### src/rtl/ahb2apb_bridge.sv
// AHB-Lite slave to APB4 master bridge, one outstanding transfer at a time.
// Latency: reads complete 3 cycles after the address phase, writes 4; each pready=0 ACCESS cycle adds one.
// Backpressure: hreadyout stays low until the APB access completes; pready=0 stretches ACCESS indefinitely.
// Optional: define AHB2APB_PSLVERR_EN to map pslverr onto a two-cycle AHB ERROR response.
module ahb2apb_bridge #(
  parameter int AWIDTH = 16,
  parameter int DWIDTH = 32
) (
  input  logic                clk,
  input  logic                rst_n,
  // AHB-Lite slave
  input  logic                hsel,
  input  logic [AWIDTH-1:0]   haddr,
  input  logic [1:0]          htrans,
  input  logic                hwrite,
  input  logic [2:0]          hsize,
  input  logic [DWIDTH-1:0]   hwdata,
  input  logic                hready,
  output logic                hreadyout,
  output logic [DWIDTH-1:0]   hrdata,
  output logic [1:0]          hresp,
  // APB4 master
  output logic [AWIDTH-1:0]   paddr,
  output logic                psel,
  output logic                penable,
  output logic                pwrite,
  output logic [DWIDTH-1:0]   pwdata,
  output logic [DWIDTH/8-1:0] pstrb,
  input  logic                pready,
  input  logic [DWIDTH-1:0]   prdata,
  input  logic                pslverr
);

  localparam int SW = DWIDTH / 8;

  typedef enum logic [2:0] {
    ST_IDLE,
    ST_WDATA,
    ST_SETUP,
    ST_ACCESS,
    ST_ERR1,
    ST_ERR2
  } state_t;

  state_t        state;
  logic          accept;
  logic [SW-1:0] strb_nxt;
  logic          unused_inputs;

  // A new address phase is only taken when the bridge is ready to complete the previous one.
  assign accept = hsel && hready && htrans[1] && ((state == ST_IDLE) || (state == ST_ERR2));

  // Byte-lane strobes derived from the AHB size/address of the incoming transfer.
  always_comb begin
    strb_nxt = '0;
    if (hwrite) begin
      case (hsize)
        3'd0:    strb_nxt = SW'(4'b0001) << haddr[1:0];
        3'd1:    strb_nxt = SW'(4'b0011) << {haddr[1], 1'b0};
        default: strb_nxt = '1;
      endcase
    end
  end

`ifdef AHB2APB_PSLVERR_EN
  logic [1:0] hresp_q;
  assign hresp         = hresp_q;
  assign unused_inputs = htrans[0];
`else
  // Errors are never reported in this build: the response is permanently OKAY.
  assign hresp         = 2'b00;
  assign unused_inputs = htrans[0] ^ pslverr;
`endif

  // Transfer sequencer; every bus-facing output is registered here.
  always_ff @(posedge clk) begin
    if (!rst_n) begin
      state     <= ST_IDLE;
      hreadyout <= 1'b1;
      hrdata    <= '0;
      psel      <= 1'b0;
      penable   <= 1'b0;
      pwrite    <= 1'b0;
      paddr     <= '0;
      pwdata    <= '0;
      pstrb     <= '0;
`ifdef AHB2APB_PSLVERR_EN
      hresp_q   <= 2'b00;
`endif
    end else begin
      case (state)
        ST_IDLE, ST_ERR2: begin
          if (accept) begin
            paddr     <= haddr;
            pwrite    <= hwrite;
            pstrb     <= strb_nxt;
            hreadyout <= 1'b0;
`ifdef AHB2APB_PSLVERR_EN
            hresp_q   <= 2'b00;
`endif
            if (hwrite) begin
              // Write data arrives one cycle later, in the AHB data phase.
              state <= ST_WDATA;
            end else begin
              state <= ST_SETUP;
              psel  <= 1'b1;
            end
          end else begin
            state     <= ST_IDLE;
            hreadyout <= 1'b1;
`ifdef AHB2APB_PSLVERR_EN
            hresp_q   <= 2'b00;
`endif
          end
        end
        ST_WDATA: begin
          pwdata <= hwdata;
          psel   <= 1'b1;
          state  <= ST_SETUP;
        end
        ST_SETUP: begin
          penable <= 1'b1;
          state   <= ST_ACCESS;
        end
        ST_ACCESS: begin
          if (pready) begin
            psel    <= 1'b0;
            penable <= 1'b0;
`ifdef AHB2APB_PSLVERR_EN
            if (pslverr) begin
              // First ERROR cycle keeps hreadyout low, as AHB requires.
              hresp_q <= 2'b01;
              state   <= ST_ERR1;
            end else begin
              if (!pwrite) hrdata <= prdata;
              hreadyout <= 1'b1;
              state     <= ST_IDLE;
            end
`else
            if (!pwrite) hrdata <= prdata;
            hreadyout <= 1'b1;
            state     <= ST_IDLE;
`endif
          end
        end
        ST_ERR1: begin
          hreadyout <= 1'b1;
          state     <= ST_ERR2;
        end
        default: begin
          state     <= ST_IDLE;
          hreadyout <= 1'b1;
          psel      <= 1'b0;
          penable   <= 1'b0;
        end
      endcase
    end
  end

endmodule

### config.mk
export PLATFORM = sky130hd
export DESIGN_NAME = ahb2apb_bridge
export DESIGN_NICKNAME = d
export VERILOG_FILES = /design/src/rtl/ahb2apb_bridge.sv
export SDC_FILE = /design/constraint.sdc
export NUM_CORES = 1
export LEC_CHECK = 0
export BUFFER_PORTS_ARGS = -buffer_cell sky130_fd_sc_hd__buf_2
export CORE_MARGIN = 2
export CORE_UTILIZATION = 40
export CTS_BUF_LIST = sky130_fd_sc_hd__clkbuf_8
export CTS_CLUSTER_SIZE = 12
export DETAILED_ROUTE_END_ITERATION = 6
export GPL_TIMING_DRIVEN = 0
export PLACE_DENSITY = 0.72
export SLEW_MARGIN = 30
export SYNTH_ARGS = -nofsm -noshare
export SYNTH_HDL_FRONTEND = slang
export SYNTH_SLANG_ARGS = --single-unit
### constraint.sdc
create_clock -name clk -period 2.5 [get_ports clk]
set_input_delay 0.5 -clock clk [delete_from_list [all_inputs] [get_ports clk]]
set_output_delay 0.5 -clock clk [all_outputs]
set_load 0.1 [all_outputs]
# --- Yosys cells after proc, flatten, opt, wreduce, memory -nomap -nowiden ---
# Index checks and enable logic that the tools add are counted.
totals:
  reg_bits: 91
  output_inout_bits: 90
classes:
  eq_ne: 9
  shift: 2
  mux: 14
  bitwise_logic: 4
  reduce_logical: 15
op_table:
  columns: ["op", "n"]
  rows:
  - ["3-bit case mux with 5 select lines", 1]
  - ["4-bit case mux with 2 select lines", 1]
  - ["3-bit by 1-bit equality test with 1-bit output (second input constant)", 2]
  - ["3-bit by 2-bit equality test with 1-bit output (second input constant)", 2]
  - ["3-bit equality test (second input constant)", 2]
  - ["3-bit zero test", 2]
  - ["3-bit 2-to-1 mux", 2]
  - ["2-bit inequality test (second input constant)", 3]
  - ["1-bit case mux with 3 select lines", 2]
  - ["2-bit AND reduction", 3]
  - ["2-bit OR reduction", 3]
  - ["1-bit 2-to-1 mux", 5]
  - ["4-bit 2-to-1 mux", 1]
  - ["1-bit NOT", 4]
  - ["1-bit case mux with 4 select lines", 1]
  - ["4-bit AND reduction", 1]
  - ["4-bit OR reduction", 1]
  - ["1-bit by 2-bit left shift with 4-bit output (first input constant)", 1]
  - ["2-bit by 2-bit left shift with 4-bit output (first input constant)", 1]
  - ["1-bit logical AND", 3]
  - ["3-bit AND reduction", 1]
  - ["2-bit 2-to-1 mux", 1]
  - ["1-bit logical OR", 1]

# --- Logic depth before layout (Yosys ltp) ---
# Gate-level depths: netlist (run 1).
depth:
  depth_word: 5
  ltp_mapped: 6

# --- Least setup slack after synthesis (run 1) ---
# OpenSTA, ideal clock, no wires.
synth_path:
  path_kind: "reg2reg"
  from: "reg pwrite"
  to: "reg hrdata[0]"
  setup_time_ns: 0.071
  t_arrival_ns: 1.615
  required_time_ns: 2.429
  setup_slack_ns: 0.815
  stages_incl_launch_ff: 5
  period_less_slack_ns: 1.685
  path_cell_list: "dfxtp_1 or2_1 buf_2 o21ai_0 a21oi_1"
synth_via:
  elab_chain_len: 2
synth_rtl:
  columns: ["item", "line", "rtl"]
  rows:
  - ["start, declared", "26", "output logic pwrite,"]
  - ["start signal, assigned", "95", "pwrite <= hwrite;"]
  - ["1-bit NOT (no source line)", null, null]
  - ["3-bit AND reduction (no source line)", null, null]
  - ["end signal, assigned", "140", "if (!pwrite) hrdata <= prdata;"]
  - ["end, declared", "20", "output logic [DWIDTH-1:0] hrdata,"]
# No other way between the ends.
# A chain may end at the register's enable or synchronous reset.

# --- Worst setup path in the final report (run 1) ---
layout_path:
  from: "reg psel"
  to: "out psel"
layout_lines:
  columns: ["item", "line", "rtl"]
  rows:
  - ["start, declared", "24", "output logic psel,"]
  - ["start signal, assigned", "81", "psel <= 1'b0;"]
  - ["start signal, assigned", "106", "psel <= 1'b1;"]
  - ["start signal, assigned", "118", "psel <= 1'b1;"]
# No word-level cell between the ends.

==> run_results.csv, run 1 <==
group,metric,value,unit
die,io_pins,182,
worst_setup_path,critical_path_class,"reg2out",
die,die_h,99.0,um
worst_setup_path,required,2000,ps
logic_synthesis,synth.cell_area,0.00361,sq mm
timing,post-route-min-period,1680,ps
clock_network,cts_max_level,3,
timing,finClkSkew,13.0,ps
timing,max_freq,595,MHz
clock_network,cts_buffers,9,
place,port_buffers,176,
worst_setup_path,crit_family,"buffers and inverters",
place,place_area,0.00463,sq mm
clock_network,cts_setup_buffers,0,
clock_network,clk-insertion-delay-late,350,ps
detailed_routing,vias_per_cell,5.18,
place,place.gp.congestion,0.825,
detailed_routing,top_layer,"met4",
pwr,peakVddDrop,0.404,mV
timing,min_period_over_period,67.3,%
clock_network,cts_root_buffer,"clkbuf_8",
min_path,hp-class,"in2reg",
clock_network,cts_hold_buf,0,
worst_setup_path,cp-end-kind,"primary output",
worst_setup_path,crit_fanout,4,
detailed_routing,detail_route.wl_per_cell,14.0,um
timing,drv_slew,0,
logic_synthesis,yosysWarnings,0,
logic_synthesis,synth_edf_count,0,
worst_setup_path,worstPathArrival,1180,ps
cells_and_area,finalInstanceArea,0.00486,sq mm
worst_setup_path,start_kind,"flip-flop",
timing,setup-violations-final,0,
clock_network,cts_tree,"done",
die,start_util,41.4,%
cells_and_area,antenna_cells,0,
worst_setup_path,crit_path_cell_trace,"buf_2",
timing,rsz0062_at_grt,"no",
cells_and_area,drive_above_1_share,35.1,%
clock_network,clk_path_buf_depth,2,
detailed_routing,dr_total_vias,3805,
detailed_routing,detail_route.iter0.violations,103,
timing,fin_tns_setup,0,ps
grt,grt_pass1_vias,3560,
cells_and_area,final_util,55.8,%
timing,finalHoldViolations,0,
run,maxCapViolations,0,
grt,grt.total_usage,20.3,%
logic_synthesis,ys_async_sr_fraction,0,%
worst_setup_path,cp_num_buf_inv,1,
grt,gr-total-overflow,0,
detailed_routing,wl_met3,759,um
clock_network,cts.clk_slew.worst_paths,90,ps
detailed_routing,routed_wl,10300,um
logic_synthesis,postSynthCellCount,434,
clock_network,cts_resized,0,
detailed_routing,ant_nets,0,
grt,grt_pass1_wl,16400,um
worst_setup_path,slowest_stage,"buf_2",
worst_setup_path,max_stage_delay,450,ps
run_status,status,"completed",
logic_synthesis,synth-seq-cells,91,
detailed_routing,m1WireLength,4350,um
detailed_routing,wl_met2,5060,um
cells_and_area,syn2layout_area_growth,34.7,%
place,hpwl,7700,um
die,die_width,99.0,um
cells_and_area,final_nets,714,
logic_synthesis,ys_types,37,
detailed_routing,dr.pass1.iters,4,
die,core,0.00872,sq mm
pwr,power_density,678,mW/mm^2
logic_synthesis,ys_seq_area_share,50.5,%
grt,antenna_found_initial,0,
die,die-area,0.00980,sq mm
detailed_routing,drc,0,
logic_synthesis,synth_area_per_cell,8.32,sq um
timing,whs,379,ps
logic_synthesis,synth_flop_cell,"dfxtp_1",
grt,grt_max_degree,15,
clock_network,cts_sinks,91,
die,num_rows,34,
pwr,p_leak,2.19,nW
cell families (layout without fill, tap and decap cells):
group | after synthesis | count (layout) | share of synthesized area [%]
xor+xnor | 2 | 2 | 0.485
buf+inv | 50 | 242 | 7.14
compound gates | 153 | 153 | 23.9
simple gates | 137 | 137 | 17.9
other cells | 1 | 2 | 0.104
flops | 91 | 91 | 50.5
power breakdown:
| part | internal, mW | leakage [nW] | switching, mW |
|---|---|---|---|
| clock network | 0.656 | 0.127 | 0.494 |
| registers | 1.49 | 0.737 | 0.0235 |
| logic | 0.148 | 1.32 | 0.487 |
| total | 2.30 | 2.19 | 1.01 |
Yosys cell counts (all sizes together) (4+ instances only):
| cell | n | area share, % |
|---|---|---|
| buf | 31 | 5.2 |
| o21ai | 35 | 4.9 |
| nand2 | 68 | 7.1 |
| nor2 | 4 | 0.42 |
| dfxtp | 91 | 50 |
| nand4 | 17 | 2.9 |
| nand3 | 35 | 4.9 |
| clkbuf | 16 | 1.7 |
| a21oi | 83 | 12 |
| o31ai | 20 | 4.2 |
sequential cells by signal (all words and copies together), names as in the netlist:
register,flops
paddr,16
hrdata,32
pwrite,1
penable,1
pstrb,4
psel,1
pwdata,32
hreadyout,1
state,3
metrics by stage:
step / worst slack, ps / total power [mW] / cells
global placement: 780 / 2.18 / 719
global route: 743 / 3.44 / 735
floorplan: 815 / 2.02 / 435
detailed placement: 751 / 2.19 / 719
finish: 819 / 3.30 / 735
CTS: 794 / 3.33 / 735
final timing paths:
check	startpoint	to	slack [ps]	cells past startpoint
hold / removal	hwdata[10]	pwdata[10]	380	3
setup reg to reg	state[2]	hrdata[12]	1050	5
hold reg to reg	pwdata[10]	pwdata[10]	450	2
setup / recovery	psel	psel	820	1
area by class of cell:
| class | count | area (sq um) |
|---|---|---|
| Clock buffer | 9 | 124 |
| Sequential cell | 91 | 1820 |
| Inverter | 3 | 11.3 |
| Buffer | 47 | 246 |
| Timing Repair Buffer | 176 | 881 |
| Multi-Input combinational cell | 294 | 1540 |
| Fill cell | 824 | 3860 |
| Tap cell | 108 | 135 |
| Clock inverter | 7 | 110 |
cells in the final DEF, fill, tap and decap left out, types with 2 or more instances in the layout:
master,synthesis,layout
buf_2,23,199
dfxtp_1,91,91
a21oi_1,83,83
nand2_1,68,68
nand3_1,35,35
o21ai_0,28,28
o31ai_1,20,20
nand4_1,17,17
clkbuf_1,16,16
clkbuf_8,0,9
o21ai_1,7,7
inv_1,3,6
buf_6,4,4
nor2_1,4,4
and3_1,3,3
buf_4,3,3
nand2b_1,3,3
a21boi_0,3,3
o311ai_0,3,3
bufinv_16,0,3
a31oi_1,2,2
conb_1,1,2
routing by layer:
layer  global-route usage (%)  vias to the layer above
met1                     24.7                     1747
met2                     35.5                      140
met5                        0                        -
met3                     5.89                       10
li1                         -                     1908
met4                     4.43                        0
(Power assumes the default switching activity.)
==> run 2, diff against run 1 <==
- ABC_AREA: not set -> 1
- PLACE_DENSITY: 0.72 -> 0.73
- clock period: 2.5 -> 1.6 ns (I/O delays scaled with it)
==> run_results.csv, run 2 <==
group,metric,value,unit
logic_synthesis,synth.most_common_cell,"nor2_1",
clock_network,cts_hold_buf,0,
cells_and_area,seq_area,0.00182,sq mm
logic_synthesis,ys_types,20,
detailed_routing,routed_wl,8950,um
worst_setup_path,slowest_stage,"buf_2",
detailed_routing,drc,0,
cells_and_area,syn2layout_area_growth,36.9,%
worst_setup_path,rr_startpoint,"state[2]",
timing,rsz0062_at_grt,"no",
logic_synthesis,ys_seq_area_share,53.8,%
clock_network,cts_root_buffer,"clkbuf_8",
detailed_routing,vias_per_cell,4.57,
cells_and_area,final_nets,714,
cells_and_area,antenna_cells,0,
logic_synthesis,synth.cell_area,0.00338,sq mm
logic_synthesis,synth_flop_cell,"dfxtp_1",
die,num_rows,33,
timing,finalHoldViolations,0,
grt,gr-total-overflow,0,
min_path,worst_hold_startpoint,"haddr[9]",
worst_setup_path,crit_cells,1,
clock_network,cts_max_level,3,
cells_and_area,largestRegisters,"hrdata: 32 flops, pwdata: 32 flops, paddr: 16 flops",
pwr,p_int,3.59,mW
place,place_area,0.00440,sq mm
place,hpwl,6960,um
min_path,hp-class,"in2reg",
worst_setup_path,crit_family,"buffers and inverters",
logic_synthesis,postSynthCellCount,434,
detailed_routing,dr.pass1.iters,4,
grt,antenna_found_initial,0,
timing,setup-violations-final,0,
timing,min_period_over_period,92.1,%
cells_and_area,final.fill_count,818,
logic_synthesis,yosysWarnings,0,
logic_synthesis,synth_area_leaders,"dfxtp_1 (54%), nor2_1 (11%), o21ai_1 (9.5%), a21oi_1 (6.4%), inv_1 (4.7%)",
worst_setup_path,worstPathArrival,1150,ps
pwr,power,5.57,mW
pwr,comb_power_share,24.5,%
pwr,p_sw_share,35.6,%
timing,drv_slew,0,
timing,finClkSkew,16.1,ps
timing,post-route-min-period,1470,ps
logic_synthesis,synth_common_cells,"nor2_1 (101), dfxtp_1 (91), o21ai_1 (64), a21oi_1 (43), inv_1 (42)",
timing,whs,199,ps
grt,grt.total_usage,18.4,%
cells_and_area,multi_input_area,0.00122,sq mm
run,maxCapViolations,0,
worst_setup_path,crit_fanout,2,
timing,max_freq,679,MHz
logic_synthesis,synth_edf_count,0,
timing,fin_tns_setup,0,ps
worst_setup_path,crit_path_cell_trace,"buf_2",
logic_synthesis,synth_top_area_share,53.8,%
logic_synthesis,synth_area_leader_cell,"dfxtp_1",
logic_synthesis,synth-seq-cells,91,
worst_setup_path,rr_endpoint,"pstrb[0]",
pwr,p_seq_share,43.6,%
detailed_routing,dr_total_vias,3344,
detailed_routing,ant_nets,0,
detailed_routing,detail_route.iter0.violations,39,
cells_and_area,finalInstanceArea,0.00463,sq mm
clock_network,cts_resized,0,
worst_setup_path,critical_path_class,"reg2out",
clock_network,cts.clk_slew.worst_paths,100,ps
pwr,power_density,1200,mW/mm^2
cells_and_area,drive_above_1_share,35.7,%
place,place.gp.congestion,0.853,
worst_setup_path,r2r_slack,310,ps
grt,grt_max_degree,17,
cells_and_area,final_common_cell,"buf_2",
min_path,worstHoldEndpoint,"paddr[9]",
worst_setup_path,required,1280,ps
worst_setup_path,reg2reg_depth,7,
cells_and_area,final_cell_mix,"buf_2 (185), nor2_1 (101), dfxtp_1 (90), o21ai_1 (64), a21oi_1 (43)",
pwr,p_leak,2.24,nW
worst_setup_path,cp-end-kind,"primary output",
run_status,status,"completed",
pwr,peakVddDrop,0.543,mV
clock_network,cts_tree,"done",
clock_network,cts_setup_buffers,0,
worst_setup_path,cp_num_buf_inv,1,
clock_network,clk_path_buf_depth,2,
clock_network,cts_sinks,91,
pwr,p_switching,1.98,mW
pwr,clkPwrFrac,31.9,%
grt,grt_pass1_vias,2909,
die,io_pins,182,
place,port_buffers,176,
clock_network,clk-insertion-delay-late,350,ps
die,die-area,0.00921,sq mm
clock_network,cts_buffers,9,
grt,grt_pass1_wl,13300,um
die,core,0.00822,sq mm
logic_synthesis,ys_async_sr_fraction,0,%
detailed_routing,detail_route.wl_per_cell,12.2,um
min_path,hold_depth,3,
die,start_util,41.2,%
logic_synthesis,synth_area_per_cell,7.80,sq um
worst_setup_path,max_stage_delay,440,ps
die,die_h,96.0,um
die,die_width,96.0,um
worst_setup_path,start_kind,"flip-flop",
==> run 2: worst max path at each step <==
stage | from | end | slack, ps
floorplan | penable | penable | 270
global placement | state[2] | hreadyout | 320
detailed placement | state[2] | paddr[15] | 310
CTS | pwdata[0] | pwdata[0] | 100
global route | pwdata[0] | pwdata[0] | 80
finish | pwdata[0] | pwdata[0] | 130
==> run 2: per-stage QoR <==
step / instances / setup slack [ps] / utilization (%)
after floorplan: 435 / 269 / -
after global placement: 716 / 324 / 53.6
after detailed placement: 716 / 305 / 53.6
after CTS: 732 / 105 / 56.4
after global routing: 732 / 80.9 / 56.4
final: 732 / 127 / 56.4
==> run 2: power groups by stage <==
stage	Combinational, mW	Clock (mW)	Sequential, mW
after floorplan	0.315	0	3.25
after global placement	1.36	0	2.48
after detailed placement	1.37	0	2.48
after CTS	1.37	1.83	2.43
after global routing	1.45	1.92	2.44
final	1.37	1.78	2.43
==> run 2: area by class of cell <==
class	instances	share of cell area, %
well taps	105	2.84
clock buffers	10	2.97
inverters	46	3.73
repair buffers	176	19.0
plain buffers	28	3.81
clock inverters	6	2.03
multi-input cells	270	26.3
flip-flops and latches	91	39.3
==> run 2: cells by family after synthesis <==
logic type | synth area share, %
simple gates | 16.5
compound gates | 19.3
flops | 53.8
buf+inv | 10.3
other cells | 0.111
==> run 2: worst register-to-register path, stage by stage, from the launching register on <==
cell,delay (ps)
dfxtp_1,460
inv_2,80
nand3_2,90
nand2_2,80
nand2_2,90
buf_4,190
nand2_1,70
a21oi_1,150
==> run 2: per-layer routing <==
layer / global-route usage (%) / up-vias / routed length, um
li1: - / 1759 / -
met1: 21.7 / 1475 / 4000
met2: 32.5 / 102 / 4210
met3: 4.62 / 8 / 660
met4: 6.19 / 0 / 80
met5: 0 / - / 0
==> run 3, diff against run 2 <==
- CORE_MARGIN: 2 -> 5
==> run_results.csv, run 3 (synthesis gave the netlist of run 2 again) <==
group,metric,value,unit
run_status,status,"completed",
die,num_rows,33,
die,die_h,102,um
pwr,p_switching,1.92,mW
clock_network,cts_hold_buf,0,
timing,post-route-min-period,1460,ps
detailed_routing,ant_nets,0,
cells_and_area,final_nets,714,
worst_setup_path,cp_num_buf_inv,1,
pwr,p_sw_share,35.0,%
cells_and_area,drive_above_1_share,35.4,%
pwr,peakVddDrop,0.434,mV
grt,gr-total-overflow,0,
timing,finClkSkew,12.6,ps
clock_network,cts_root_buffer,"clkbuf_8",
clock_network,clk-insertion-delay-late,350,ps
grt,grt_max_degree,15,
clock_network,cts_resized,0,
timing,min_period_over_period,91.0,%
die,core,0.00822,sq mm
pwr,power_density,1190,mW/mm^2
worst_setup_path,required,1280,ps
run,maxCapViolations,0,
place,port_buffers,176,
pwr,p_leak,2.24,nW
cells_and_area,syn2layout_area_growth,36.5,%
die,die_width,102,um
cells_and_area,finalInstanceArea,0.00462,sq mm
worst_setup_path,cp-end-kind,"primary output",
detailed_routing,vias_per_cell,4.63,
die,die-area,0.0104,sq mm
cells_and_area,final.fill_count,821,
place,dp_slack,270,ps
place,place_area,0.00440,sq mm
worst_setup_path,crit_fanout,2,
worst_setup_path,reg2reg_depth,6,
cells_and_area,final_cell_mix,"buf_2 (185), nor2_1 (101), dfxtp_1 (90), o21ai_1 (64), inv_1 (44)",
pwr,clkPwrFrac,30.7,%
detailed_routing,dr.pass1.iters,4,
pwr,p_seq_share,44.3,%
min_path,hp-class,"in2reg",
worst_setup_path,slowest_stage,"buf_2",
cells_and_area,antenna_cells,0,
timing,setup-violations-final,0,
clock_network,cts_max_level,3,
grt,grt.total_usage,18.0,%
worst_setup_path,crit_path_cell_trace,"buf_2",
timing,max_freq,687,MHz
detailed_routing,drc,0,
worst_setup_path,start_kind,"flip-flop",
clock_network,cts_tree,"done",
timing,finalHoldViolations,0,
pwr,comb_power_share,25.0,%
min_path,hold_depth,3,
worst_setup_path,max_stage_delay,430,ps
clock_network,clk_path_buf_depth,2,
grt,grt_pass1_vias,3216,
worst_setup_path,crit_family,"buffers and inverters",
clock_network,cts.clk_slew.worst_paths,90,ps
worst_setup_path,crit_cells,1,
cells_and_area,largestRegisters,"hrdata: 32 flops, pwdata: 32 flops, paddr: 16 flops",
worst_setup_path,critical_path_class,"reg2out",
detailed_routing,detail_route.iter0.violations,57,
clock_network,cts_buffers,9,
place,hpwl,7620,um
timing,fin_ws,144,ps
timing,drv_slew,0,
timing,fin_tns_setup,0,ps
pwr,p_int,3.57,mW
die,io_pins,182,
clock_network,cts_setup_buffers,0,
timing,rsz0062_at_grt,"no",
grt,antenna_found_initial,0,
place,place.gp.congestion,0.845,
worst_setup_path,worstPathArrival,1140,ps
detailed_routing,routed_wl,9680,um
cells_and_area,final_common_cell,"buf_2",
die,start_util,41.2,%
detailed_routing,dr_total_vias,3388,
grt,grt_pass1_wl,14800,um
clock_network,cts_sinks,91,
detailed_routing,detail_route.wl_per_cell,13.2,um
==> run 3: power groups by stage <==
stage	combinational [mW]	clock, mW	sequential (mW)
6_report	1.37	1.69	2.43
5_1_grt	1.45	1.83	2.45
4_1_cts	1.38	1.73	2.43
3_5_place_dp	1.38	0	2.49
3_3_place_gp	1.36	0	2.48
2_1_floorplan	0.315	0	3.25
==> run 3: path summary, 6_finish.rpt <==
kind / startpoint / end / slack, ps
hold / removal: prdata[27] / hrdata[27] / 200
hold reg to reg: pwdata[2] / pwdata[2] / 440
setup reg to reg: state[2] / hreadyout / 270
setup / recovery: pwdata[30] / pwdata[30] / 140
==> run 3: per-layer routing <==
| layer | vias up | global-route usage (%) | routed length [um] |
|---|---|---|---|
| met1 | 1500 | 21.7 | 4010 |
| met5 | - | 0 | 0 |
| li1 | 1757 | - | - |
| met2 | 114 | 31.1 | 4740 |
| met4 | 0 | 8.07 | 223 |
| met3 | 17 | 3.62 | 712 |
==> run 3: worst min-delay path: stages <==
cell	delay, ps
buf_2	70
o21ai_1	60
nor2_1	70
==> run 3: area by class of cell <==
cell class	instances	area, sq um	share of cell area (%)
sequential	91	1820	39.5
clock buffer	10	138	2.98
timing repair buffer	176	881	19.1
tap	105	131	2.84
inverter	46	173	3.74
multi-input combinational	270	1220	26.3
buffer	28	176	3.82
clock inverter	6	81.3	1.76
==> run 3: through the flow <==
stage / utilization (%) / power [mW] / hold slack, ps / std cells
3_5_place_dp: 53.6 / 3.86 / 432 / 716
5_1_grt: 56.2 / 5.73 / 199 / 732
3_3_place_gp: 53.6 / 3.84 / 429 / 716
2_1_floorplan: - / 3.57 / 466 / 435
6_report: 56.2 / 5.49 / 203 / 732
4_1_cts: 56.2 / 5.54 / 187 / 732
